`config.mk`:
```
export PLATFORM = sky130hd
export DESIGN_NAME = tlul_host_arb2
export DESIGN_NICKNAME = d
export VERILOG_FILES = /design/src/rtl/tlul_host_arb2_pkg.sv /design/src/rtl/tlul_host_arb2_rr.sv /design/src/rtl/tlul_host_arb2.sv
export SDC_FILE = /design/constraint.sdc
export NUM_CORES = 1
export LEC_CHECK = 0
export CORE_AREA = 2 2 198 200
export DETAILED_ROUTE_END_ITERATION = 12
export DIE_AREA = 0 0 200 202
export PLACE_DENSITY = 0.47
export SYNTH_ARGS = -nofsm -noshare
export SYNTH_HDL_FRONTEND = slang
export SYNTH_HIERARCHICAL = 1
export SYNTH_SLANG_ARGS = --single-unit
```
`constraint.sdc`:
```
create_clock -name clk_i -period 3.56 [get_ports clk_i]
set_input_delay 0.89 -clock clk_i [delete_from_list [all_inputs] [get_ports clk_i]]
set_output_delay 0.89 -clock clk_i [all_outputs]
set_load 0.05 [all_outputs]
```
`src/rtl/tlul_host_arb2_pkg.sv`:
```
// ============================================================================
// tlul_host_arb2_pkg : TL-UL types, widths and source-tag helpers
// Revision: 1.0
// ============================================================================
`default_nettype none

package tlul_host_arb2_pkg;

   localparam int TL_AW  = 32;
   localparam int TL_DW  = 32;
   localparam int TL_AIW = 8;
   localparam int TL_DBW = TL_DW / 8;
   localparam int TL_SZW = 2;
   localparam int TL_AUW = 16;
   localparam int TL_DUW = 16;
   localparam int TL_DIW = 1;

   localparam int HostIdW = 1;
   localparam int CntW    = 4;

   localparam logic [2:0] PutFullData    = 3'h0;
   localparam logic [2:0] PutPartialData = 3'h1;
   localparam logic [2:0] Get            = 3'h4;
   localparam logic [2:0] AccessAck      = 3'h0;
   localparam logic [2:0] AccessAckData  = 3'h1;

   typedef struct packed {
      logic                a_valid;
      logic [2:0]          a_opcode;
      logic [2:0]          a_param;
      logic [TL_SZW-1:0]   a_size;
      logic [TL_AIW-1:0]   a_source;
      logic [TL_AW-1:0]    a_address;
      logic [TL_DBW-1:0]   a_mask;
      logic [TL_DW-1:0]    a_data;
      logic [TL_AUW-1:0]   a_user;
      logic                d_ready;
   } tl_h2d_t;

   typedef struct packed {
      logic                d_valid;
      logic [2:0]          d_opcode;
      logic [2:0]          d_param;
      logic [TL_SZW-1:0]   d_size;
      logic [TL_AIW-1:0]   d_source;
      logic [TL_DIW-1:0]   d_sink;
      logic [TL_DW-1:0]    d_data;
      logic [TL_DUW-1:0]   d_user;
      logic                d_error;
      logic                a_ready;
   } tl_d2h_t;

   typedef enum logic [1:0] {
      ArbIdle  = 2'd0,
      ArbLock0 = 2'd1,
      ArbLock1 = 2'd2
   } arb_state_e;

   // Host index lives in the low source bits so responses route on d_source[0].
   function automatic logic [TL_AIW-1:0] tag_source(input logic [TL_AIW-1:0] src,
                                                    input logic [HostIdW-1:0] host);
      return {src[TL_AIW-HostIdW-1:0], host};
   endfunction

   function automatic logic [TL_AIW-1:0] untag_source(input logic [TL_AIW-1:0] src);
      return {{HostIdW{1'b0}}, src[TL_AIW-1:HostIdW]};
   endfunction

endpackage

`default_nettype wire

```
`src/rtl/tlul_host_arb2_rr.sv`:
```
// ============================================================================
// tlul_host_arb2_rr : two-input round-robin arbiter holding grant until accept
// Revision: 1.0
// ============================================================================
`default_nettype none

module tlul_host_arb2_rr
   import tlul_host_arb2_pkg::*;
#(
   parameter logic H0Priority = 1'b1
) (
   input  logic       clk_i,
   input  logic       rst_ni,
   input  logic [1:0] req_i,
   input  logic [1:0] valid_i,
   input  logic       ready_i,
   output logic [1:0] gnt_o
);

   arb_state_e state_q, state_d;
   logic       ptr_q, ptr_d;   // host favoured when both are eligible
   logic [1:0] gnt;

   always_comb begin
      state_d = state_q;
      ptr_d   = ptr_q;
      gnt     = 2'b00;
      unique case (state_q)
         ArbLock0: begin
            if (valid_i[0]) gnt = 2'b01;
            else            state_d = ArbIdle;
         end
         ArbLock1: begin
            if (valid_i[1]) gnt = 2'b10;
            else            state_d = ArbIdle;
         end
         default: begin
            if (req_i == 2'b11) gnt = ptr_q ? 2'b10 : 2'b01;
            else                gnt = req_i;
         end
      endcase
      if (gnt != 2'b00) begin
         if (ready_i) begin
            state_d = ArbIdle;
            ptr_d   = gnt[0];
         end else begin
            state_d = gnt[1] ? ArbLock1 : ArbLock0;
         end
      end
   end

   always_ff @(posedge clk_i or negedge rst_ni) begin
      if (!rst_ni) begin
         state_q <= ArbIdle;
         ptr_q   <= ~H0Priority;
      end else begin
         state_q <= state_d;
         ptr_q   <= ptr_d;
      end
   end

   assign gnt_o = gnt;

   a_lock0_hold: assert property (@(posedge clk_i) disable iff (!rst_ni)
      (state_q == ArbLock0) |-> valid_i[0]);
   a_lock1_hold: assert property (@(posedge clk_i) disable iff (!rst_ni)
      (state_q == ArbLock1) |-> valid_i[1]);

endmodule

`default_nettype wire

```
`src/rtl/tlul_host_arb2.sv`:
```
// ============================================================================
// tlul_host_arb2 : merges two TL-UL hosts onto one device port with source tags
// Revision: 1.0
// ============================================================================
`default_nettype none

module tlul_host_arb2
   import tlul_host_arb2_pkg::*;
#(
   parameter int unsigned MaxOutstanding = 2,
   parameter logic        H0Priority     = 1'b1
) (
   input  logic    clk_i,
   input  logic    rst_ni,
   input  tl_h2d_t tl_h0_i,
   output tl_d2h_t tl_h0_o,
   input  tl_h2d_t tl_h1_i,
   output tl_d2h_t tl_h1_o,
   output tl_h2d_t tl_d_o,
   input  tl_d2h_t tl_d_i
);

   localparam logic [CntW-1:0] MaxCnt = CntW'(MaxOutstanding);

   logic [1:0]            host_valid, host_src_msb, elig, gnt_raw, gnt, a_acc, d_done;
   logic [1:0][CntW-1:0]  cnt_q, cnt_d;
   logic [HostIdW-1:0]    a_sel, d_tgt;
   logic                  d_ready_dev, d_fire;

   function automatic logic [CntW-1:0] next_cnt(input logic [CntW-1:0] c,
                                                input logic inc, input logic dec);
      if (inc && !dec)              return c + 1'b1;
      if (dec && !inc && c != '0)   return c - 1'b1;
      return c;
   endfunction

   function automatic tl_d2h_t route_d(input tl_d2h_t d, input logic hit, input logic a_rdy);
      tl_d2h_t r;
      r          = d;
      r.d_valid  = d.d_valid & hit;
      r.d_source = untag_source(d.d_source);
      r.a_ready  = a_rdy;
      return r;
   endfunction

   assign host_valid   = {tl_h1_i.a_valid, tl_h0_i.a_valid};
   assign host_src_msb = {tl_h1_i.a_source[TL_AIW-1], tl_h0_i.a_source[TL_AIW-1]};
   assign elig[0]      = host_valid[0] && (cnt_q[0] < MaxCnt);
   assign elig[1]      = host_valid[1] && (cnt_q[1] < MaxCnt);

   tlul_host_arb2_rr #(
      .H0Priority (H0Priority)
   ) u_arb (
      .clk_i   (clk_i),
      .rst_ni  (rst_ni),
      .req_i   (elig),
      .valid_i (host_valid),
      .ready_i (tl_d_i.a_ready),
      .gnt_o   (gnt_raw)
   );

   // Reset forces every handshake output low immediately, not at the next edge.
   assign gnt   = gnt_raw & {2{rst_ni}};
   assign a_sel = gnt[1];
   assign a_acc = gnt & {2{tl_d_i.a_ready}};

   assign d_tgt       = tl_d_i.d_source[0];
   assign d_ready_dev = rst_ni & (d_tgt[0] ? tl_h1_i.d_ready : tl_h0_i.d_ready);
   assign d_fire      = tl_d_i.d_valid & d_ready_dev;
   assign d_done      = {d_fire & d_tgt[0], d_fire & ~d_tgt[0]};

   always_comb begin
      tl_d_o          = a_sel[0] ? tl_h1_i : tl_h0_i;
      tl_d_o.a_valid  = |gnt;
      tl_d_o.a_source = tag_source(a_sel[0] ? tl_h1_i.a_source : tl_h0_i.a_source, a_sel);
      tl_d_o.d_ready  = d_ready_dev;
   end

   assign tl_h0_o = route_d(tl_d_i, rst_ni & ~d_tgt[0], tl_d_i.a_ready & gnt[0]);
   assign tl_h1_o = route_d(tl_d_i, rst_ni &  d_tgt[0], tl_d_i.a_ready & gnt[1]);

   assign cnt_d[0] = next_cnt(cnt_q[0], a_acc[0], d_done[0]);
   assign cnt_d[1] = next_cnt(cnt_q[1], a_acc[1], d_done[1]);

   always_ff @(posedge clk_i or negedge rst_ni) begin
      if (!rst_ni) cnt_q <= '0;
      else         cnt_q <= cnt_d;
   end

   for (genvar h = 0; h < 2; h++) begin : g_chk
      a_src_msb: assert property (@(posedge clk_i) disable iff (!rst_ni)
         host_valid[h] |-> !host_src_msb[h]);
      a_inc_max: assert property (@(posedge clk_i) disable iff (!rst_ni)
         a_acc[h] |-> (cnt_q[h] < MaxCnt));
      a_dec_zero: assert property (@(posedge clk_i) disable iff (!rst_ni)
         d_done[h] |-> (cnt_q[h] != '0));
   end

endmodule

`default_nettype wire

```
==> Word-level counts from Yosys, hierarchy flattened <==
Cells that the tools add are included.
W data, S select, Z words.
{ "word_totals": {"output_inout_bits": 238, "ff_bits": 11, "input_bits": 274, "word_cells": 77} }
{ "op_classes": {"eq_ne": 5, "muxes": 28, "reduce_logical": 21, "addsub": 4, "order_cmp": 2, "bitwise": 13} }
{ "ops": {"columns": ["cell", "count"], "rows": [
  ["$mux W101", 1],
  ["$mux W4", 8],
  ["$mux W2", 8],
  ["$and A1 B1 Y1", 10],
  ["$add A4 B1 Y4 const B", 2],
  ["$logic_and A1 B1 Y1", 8],
  ["$lt A4 B2 Y1 const B", 2],
  ["$mux W1", 8],
  ["$pmux W2 S2", 2],
  ["$reduce_bool A4 Y1", 2],
  ["$sub A4 B1 Y4 const B", 2],
  ["$mux W7", 1],
  ["$ne A3 B2 Y1 const B", 2],
  ["$reduce_bool A2 Y1", 3],
  ["$and A2 B2 Y2", 2],
  ["$eq A2 B2 Y1 const B", 2],
  ["$logic_not A1 Y1", 4],
  ["$reduce_and A3 Y1", 1],
  ["$reduce_bool A3 Y1", 1],
  ["$eq A2 B1 Y1 const B", 1],
  ["$reduce_and A2 Y1", 1],
  ["$reduce_or A2 Y1", 1],
  ["$not A1 Y1", 1]
]} }

==> Logic depth before layout (Yosys ltp) <==
Gate-level depths: netlist (run 1).
{ "depth": {"ltp_word": 14, "mapped_depth": 9, "mapped_depth_nobuf": 9} }

==> Cells and area by module <==
The synthesis (run 1) kept the hierarchy.
{ "by_module_without_submodules": {"columns": ["mod", "cells_each", "area_per_inst_um2", "n_inst", "seq_area_each_um2"], "rows": [
  ["tlul_host_arb2", 317, 2845.2, 1, 200.2],
  ["tlul_host_arb2_rr", 22, 206.4, 1, 75.1]
]} }

==> Worst setup path before layout (run 1) <==
Ideal clock, no wire load.
{ "synth_path": {"path_kind": "input to output", "startpoint": "in tl_h0_i[101] in the netlist's numbering", "endpoint": "out tl_d_o[100] in the netlist's numbering", "path_stages": 6, "path_slack_ns": 0.304, "t_arrival_ns": 2.366, "required_ns": 2.670, "path_buffers": 1, "path_cell_list": "nor4b_1 nor2b_1 o22ai_1 nand2_1 buf_2 mux2_2"} }
{ "synth_rtl": {"columns": ["item", "line_no", "text"], "rows": [
  ["start: declaration", "tlul_host_arb2.sv:15", "input tl_h2d_t tl_h0_i,"],
  ["end: declaration", "tlul_host_arb2.sv:19", "output tl_h2d_t tl_d_o,"]
]} }

==> impl_metrics.json, run 1 <==
{
  "grt_pass1_vias": 3532,
  "skew_ps": 1.408,
  "grt_pass1_wl_um": 26190,
  "fmax_mhz": 291.2,
  "final_cell_mix": "clkdlybuf4s50_1 (204), buf_12 (111), mux2_2 (82)",
  "switching_share_pct": 45.74,
  "gr-total-overflow": 0,
  "cts_buffers": 3,
  "path_max_fanout": 8,
  "dp_cells": 1047,
  "dp_hpwl_um": 17010,
  "routed_via_density": 2.919,
  "combPwrFrac_pct": 86.8,
  "grt_setup_unrepaired": "no",
  "io_pins": 512,
  "setup.worst_path.class": "primary input to output port",
  "seq_area_frac_synth_pct": 9.020,
  "p_sw_mw": 1.659,
  "ir_drop_mv": 0.2187,
  "cts_root_buf": "clkbuf_16",
  "startpoint": "tl_h1_i[101]",
  "grt.busiest_layer": "met2",
  "final_core_util_pct": 19.17,
  "min_path_type": "flop to flop",
  "portBuffers": 312,
  "synth_xor_area_share_pct": 0.5740,
  "grt_antenna_before_repair": 2,
  "pwr-share-seq_pct": 7.6,
  "syn_area_mm2": 0.003052,
  "chipHeight_um": 202,
  "die_width_um": 200,
  "ys_ff_latch": 11,
  "yosysWarnings": 6,
  "cts_tree": "built",
  "cp.arrival_ps": 2540,
  "finalCritPeriodShare_pct": 96.47,
  "yosysUniqueCellTypes": 46,
  "hp-start": "cnt_q[0]",
  "crit_path_start_kind": "primary input",
  "start_util_pct": 7.971,
  "num_vias": 3082,
  "use_met3_pct": 4.906,
  "r2r-start": "cnt_q[3]",
  "p_total_mw": 3.627,
  "slew_violations": 0,
  "drcViolationCount": 0,
  "status": "finished clean",
  "synth_compound_area_share_pct": 7.011,
  "gp_congestion": 0.7221,
  "wire_per_inst_um": 18.10,
  "coreArea_mm2": 0.03829,
  "gr-usage-all-layers_pct": 9.157,
  "wirelength_um": 19110,
  "rows": 72,
  "powerDensity_mw_per_mm2": 494.1,
  "area_growth_pct": 140.5,
  "fin_nets": 818,
  "cts_buffer_depth": 2,
  "synth_flop_cell": "dfrtp_1",
  "min_path_cells": 1,
  "synth_top_family_by_area": "multiplexers",
  "leakage_nw": 2.967,
  "clk-insertion-delay-late_ps": 230,
  "drt_iter0_markers": 57,
  "worstReg2RegEnd": "cnt_q[5]",
  "final_common_cell": "clkdlybuf4s50_1",
  "cp_data_required_time_ps": 2670,
  "num-fill-cells": 4164,
  "clkTransAtPathRegs_ps": 40,
  "use_met1_pct": 11.11,
  "finalHoldViolCount": 0,
  "r2r_cells": 11,
  "synth-adder-area-share_pct": 2.460,
  "ff2ff_setup_slack_ps": 1190,
  "die_area_mm2": 0.04040,
  "grtUsageMet2_pct": 14.79,
  "drive_gt1_share_pct": 46.18,
  "grt_max_degree": 21,
  "final_cell_count_no_fill": 1056,
  "dr.pass1.iters": 4,
  "h-tree-depth": 1,
  "pwr-share-clk_pct": 5.6,
  "synthMuxAreaShare_pct": 37.19,
  "synth_area_per_cell_um2": 9.002,
  "cts_sinks": 11,
  "ant_nets": 0,
  "end_kind": "output port",
  "synth_cells": 339,
  "period_minus_slack_ps": 3435,
  "cap_violations": 0,
  "p_int_mw": 1.968,
  "holdPathEnd": "cnt_q[0]",
  "synth_edf_count": 0,
  "ys_async_sr_fraction_pct": 100.0,
  "finalSetupViolCount": 0,
  "synthSimpleGateAreaFrac_pct": 7.298
}
sequential cells by signal (all words and copies together) (netlist names):
signal,count
cnt_q,8
u_arb/ptr_q,1
u_arb/state_q,2
timing repair:
| item | 4_1_cts | 5_1_grt |
|---|---|---|
| resized for setup | 14 | 26 |
| endpoints found under the setup margin | 102 | 94 |
| setup buffers | 2 | 1 |
| pin swaps | 3 | 2 |
| hold buffers | 0 | 0 |
| gates cloned | 2 | 1 |
cell usage after synthesis (2+ instances only):
cell type | n | area, um2
a21oi_1 | 3 | 15.01
a22o_1 | 3 | 26.28
and3_1 | 4 | 25.02
buf_2 | 10 | 50.05
buf_4 | 133 | 998.5
buf_6 | 2 | 22.52
dfrtp_1 | 11 | 275.3
ha_1 | 6 | 75.07
inv_1 | 9 | 33.78
mux2_2 | 99 | 1115
mux2i_1 | 2 | 20.02
nand2_1 | 9 | 33.78
nand4_1 | 2 | 12.51
nor2_1 | 3 | 11.26
nor2b_1 | 2 | 12.51
nor3_1 | 4 | 20.02
nor4b_1 | 2 | 17.52
o21a_1 | 2 | 15.01
o21ai_0 | 4 | 20.02
o22ai_1 | 2 | 12.51
xnor2_1 | 2 | 17.52
cells by family (layout without fill, tap and decap cells):
kind of cell | Yosys count | after routing
other cells | 1 | 3
buf+inv | 155 | 352
fa+ha+maj | 6 | 6
compound gates | 27 | 27
flops | 11 | 11
mux | 101 | 101
simple gates | 36 | 36
xor+xnor | 2 | 2
per-stage QoR:
stage	TNS, ps	instance area [um2]	setup WS (ps)	hold slack, ps
floorplan	0	3055	304.3	480.8
global placement	-43160	7039	-488.5	502.4
detailed placement	-40940	7039	-465.6	504.0
CTS	0	7239	0.7487	531.6
global route	0	7338	13.50	568.2
finish	0	7341	125.5	538.7
area by class of cell:
| cell class | count | area [um2] | area share [%] |
|---|---|---|---|
| Antenna cell | 1 | 2.502 | 0.03409 |
| Clock buffer | 4 | 78.83 | 1.074 |
| Inverter | 10 | 37.54 | 0.5113 |
| Multi-Input combinational cell | 174 | 1794 | 24.44 |
| Sequential cell | 11 | 275.3 | 3.750 |
| Tap cell | 518 | 648.1 | 8.829 |
| Timing Repair Buffer | 338 | 4504 | 61.36 |
worst max-delay path, cell delays in order:
cell and delay, ps:
clkdlybuf4s15_1 200, nor4b_4 220, nand2_1 130, o22ai_4 160, nand2_4 100, buf_12 160, clkbuf_16 170, mux2_4 330
buf_12 160
worst max path at each step:
stage                             end  slack, ps  cells past startpoint
after floorplan           tl_d_o[100]        300                      6
after global placement      tl_d_o[7]       -490                      9
after detailed placement    tl_d_o[7]       -470                      9
after CTS                  tl_d_o[82]        0.7                     10
after global routing       tl_d_o[84]         10                      9
final                      tl_d_o[84]        130                      9
layer usage:
layer  part of all wire [%]  wire [um]  up-vias
li1                       -          -     1455
met1                     40       7608     1398
met2                     48       9192      219
met3                     12       2249       10
met4                   0.32         61        0
met5                      0          0        -
power by group through the flow:
| stage | Sequential, mW | Combinational, mW | Clock [mW] |
|---|---|---|---|
| 6_report | 0.276 | 3.15 | 0.204 |
| 5_1_grt | 0.287 | 3.30 | 0.219 |
| 4_1_cts | 0.272 | 3.12 | 0.207 |
| 3_5_place_dp | 0.257 | 3.01 | 0 |
| 3_3_place_gp | 0.258 | 3.01 | 0 |
| 2_1_floorplan | 0.239 | 1.87 | 0 |
Note: power is estimated with default switching activity, not from simulation.
==> run 2, diff against run 1 <==
--- a/config.mk
+++ b/config.mk
@@ -5,11 +5,10 @@
 export SDC_FILE = /design/constraint.sdc
 export NUM_CORES = 1
 export LEC_CHECK = 0
-export CORE_AREA = 2 2 198 200
+export CORE_AREA = 2 2 199 201
 export DETAILED_ROUTE_END_ITERATION = 12
-export DIE_AREA = 0 0 200 202
-export PLACE_DENSITY = 0.47
+export DIE_AREA = 0 0 201 203
+export PLACE_DENSITY = 0.49
 export SYNTH_ARGS = -nofsm -noshare
 export SYNTH_HDL_FRONTEND = slang
-export SYNTH_HIERARCHICAL = 1
 export SYNTH_SLANG_ARGS = --single-unit
==> run 2 against run 1 <==
Register-to-register slack improved by 90 ps. First-iteration DRC count increased by 120%. Fmax decreased by 0.96%. Clock power increased by 3%. Power decreased by 52%. Sequential share of layout area increased by 0.37 points. Final cell count increased by 2.5%. Cell area decreased by 9.1%. Largest power group unchanged. Sequential cell count unchanged.
==> impl_metrics.json, run 2 <==
{
  "fmax_mhz": 288.4,
  "final_cell_count_no_fill": 1082,
  "setup.worst_path.class": "flop to output port",
  "num_vias": 3362,
  "end_kind": "output port",
  "cp.arrival_ps": 2580,
  "setup_tns_ps": 0,
  "fin_nets": 843,
  "grt.busiest_layer": "met2",
  "syn_area_mm2": 0.003727,
  "cts_buffers": 3,
  "drive_gt1_share_pct": 45.37,
  "wirelength_um": 18130,
  "crit_path_start_kind": "flop",
  "grt_antenna_before_repair": 3,
  "cts_tree": "built",
  "p_int_mw": 0.9579,
  "cts_root_buf": "clkbuf_16",
  "path_max_fanout": 7,
  "wire_per_inst_um": 16.75,
  "ant_nets": 0,
  "crit_family": "buffers and inverters",
  "yosysTopAreaCell": "mux2_4",
  "portBuffers": 312,
  "synth_cells": 359,
  "synth_flop_cell": "dfrtp_1",
  "ys_async_sr_fraction_pct": 100.0,
  "clkTransAtPathRegs_ps": 50,
  "cp.buffers_inverters": 4,
  "gp_congestion": 0.8322,
  "cp_data_required_time_ps": 2670,
  "gr-usage-all-layers_pct": 8.134,
  "final_common_cell": "clkdlybuf4s50_1",
  "cts_buffer_depth": 2,
  "seq_area_frac_synth_pct": 7.385,
  "yosysMostFrequentCell": "buf_4",
  "powerDensity_mw_per_mm2": 259.5,
  "use_met3_pct": 6.902,
  "hp-start": "cnt_q[0]",
  "yosysWarnings": 0,
  "io_pins": 512,
  "status": "finished clean",
  "pwr-share-clk_pct": 12.2,
  "ir_drop_mv": 0.2199,
  "worstReg2RegEnd": "cnt_q[2]",
  "ys_ff_latch": 11,
  "dr.pass1.iters": 4,
  "clk-insertion-delay-late_ps": 240,
  "gr-total-overflow": 0,
  "dp_hpwl_um": 16150,
  "grt_pass1_wl_um": 24520,
  "synth_commonest_cells": "buf_4 (134), mux2_4 (99), dfrtp_1 (11)",
  "synth_top_area_share_pct": 39.88,
  "ff2ff_setup_slack_ps": 1280,
  "h-tree-depth": 1,
  "start_util_pct": 9.690,
  "min_path_cells": 1,
  "cap_violations": 0,
  "grt_max_degree": 32,
  "drcViolationCount": 0,
  "r2r-start": "u_arb.state_q[1]",
  "routed_via_density": 3.107,
  "final_cell_mix": "clkdlybuf4s50_1 (204), mux2_4 (99), buf_4 (94)",
  "leakage_nw": 3.007,
  "crit_top_cell": "buf_12",
  "grt_setup_unrepaired": "no",
  "period_minus_slack_ps": 3468,
  "hold_slack_ps": 537.7,
  "die_area_mm2": 0.04080,
  "area_growth_pct": 79.09,
  "holdPathEnd": "cnt_q[0]",
  "cp_cell_sequence": "ha_2, nor4b_4, o21ai_4, nor2_8, nand2_8, buf_12, buf_4, buf_12, mux2_4, buf_8",
  "die_width_um": 201,
  "skew_ps": 3.387,
  "finalSetupViolCount": 0,
  "synth_area_per_cell_um2": 10.38,
  "use_met1_pct": 8.316,
  "crit_slowest_cell": "ha_2",
  "largest_register_ffs": 8,
  "min_path_type": "flop to flop",
  "holdBufCountCts": 0,
  "switching_share_pct": 44.70,
  "cp_slowest_stage_delay_ps": 400,
  "finalCritPeriodShare_pct": 97.41,
  "drt_iter0_markers": 128,
  "cts_sinks": 11,
  "finalHoldViolCount": 0,
  "synth_area_leaders": "mux2_4 (40%), buf_4 (27%), dfrtp_1 (7.4%), buf_12 (5.4%), ha_1 (2.0%)",
  "grt_pass1_vias": 3422,
  "slew_violations": 0,
  "coreArea_mm2": 0.03847,
  "largest-register": "cnt_q",
  "rows": 72,
  "r2r_cells": 8,
  "p_sw_mw": 0.7744,
  "reg.largest.list": "cnt_q (8), u_arb.state_q (2), u_arb.ptr_q (1)",
  "chipHeight_um": 203,
  "grtUsageMet2_pct": 12.70,
  "yosysUniqueCellTypes": 50,
  "synth_edf_count": 0,
  "combPwrFrac_pct": 73.1,
  "pwr-share-seq_pct": 14.7,
  "dp_cells": 1070
}
## run 2: how the worst max path moves through the flow
stage,start,cells after the start,endpoint,slack (ps)
3_3_place_gp,tl_h0_i[101],8,tl_d_o[46],-130
4_1_cts,tl_h1_i[101],9,tl_d_o[2],9
6_report,u_arb.state_q[1],10,tl_d_o[2],90
5_1_grt,u_arb.state_q[1],10,tl_d_o[2],8
3_5_place_dp,tl_h0_i[101],8,tl_d_o[75],-110
2_1_floorplan,u_arb.state_q[0],5,tl_h1_o[0],410
## run 2: kinds of logic (layout without fill, tap and decap cells)
family          count (synthesis)  count (layout)  synth area share (%)
simple gates                   53              53                 9.400
compound gates                 28              28                 6.177
flops                          11              11                 7.385
mux                           102             102                 40.72
buf+inv                       155             357                 33.50
xor+xnor                        3               3                0.7051
other cells                     1               4                0.1006
fa+ha+maj                       6               6                 2.014
## run 2: power groups by stage
stage               Clock [mW]  Combinational [mW]  Sequential [mW]
global placement             0                1.24            0.258
CTS                      0.214                1.27            0.255
global route             0.221                1.34            0.270
finish                   0.211                1.27            0.255
floorplan                    0                1.17            0.235
detailed placement           0                1.24            0.256
## run 2: layout make-up
| class | instances | area (um2) |
|---|---|---|
| fillers | 4264 | 31790 |
| repair buffers | 343 | 3412 |
| multi-input cells | 194 | 2217 |
| well taps | 518 | 648.1 |
| flip-flops and latches | 11 | 275.3 |
| clock buffers | 3 | 75.07 |
| inverters | 10 | 37.54 |
| clock inverters | 1 | 5.005 |
| diodes | 2 | 5.005 |
## run 2: timing repair
item,CTS,global route
buffers inserted,4,1
endpoints found under the setup margin,94,26
resized for setup,31,3
cloned,1,0
pin swaps,2,0
## run 2: worst reg2reg max path, stage by stage (launching register included)
cell and delay [ps]:
dfrtp_1 390, ha_2 400, nand3b_1 150, buf_4 170, a311o_1 350, o21ai_2 130
buf_4 210, mux2i_1 250, xnor2_1 150
## run 2: through the flow
step                      utilization, %  cell area, um2  power (mW)  setup slack [ps]
final                              17.35            6675       1.732             92.14
after global routing               17.35            6675       1.834             8.289
after CTS                          17.29            6650       1.740             8.966
after detailed placement           16.58            6376       1.494            -113.1
after global placement             16.58            6376       1.494            -126.9
after floorplan                        -            3731       1.401             405.9
## run 2: metal layers
| metal | part of all wire [%] | up-vias |
|---|---|---|
| met2 | 46 | 310 |
| met1 | 34 | 1513 |
| met4 | 0.95 | 0 |
| met5 | 0 | - |
| met3 | 19 | 10 |
| li1 | - | 1529 |
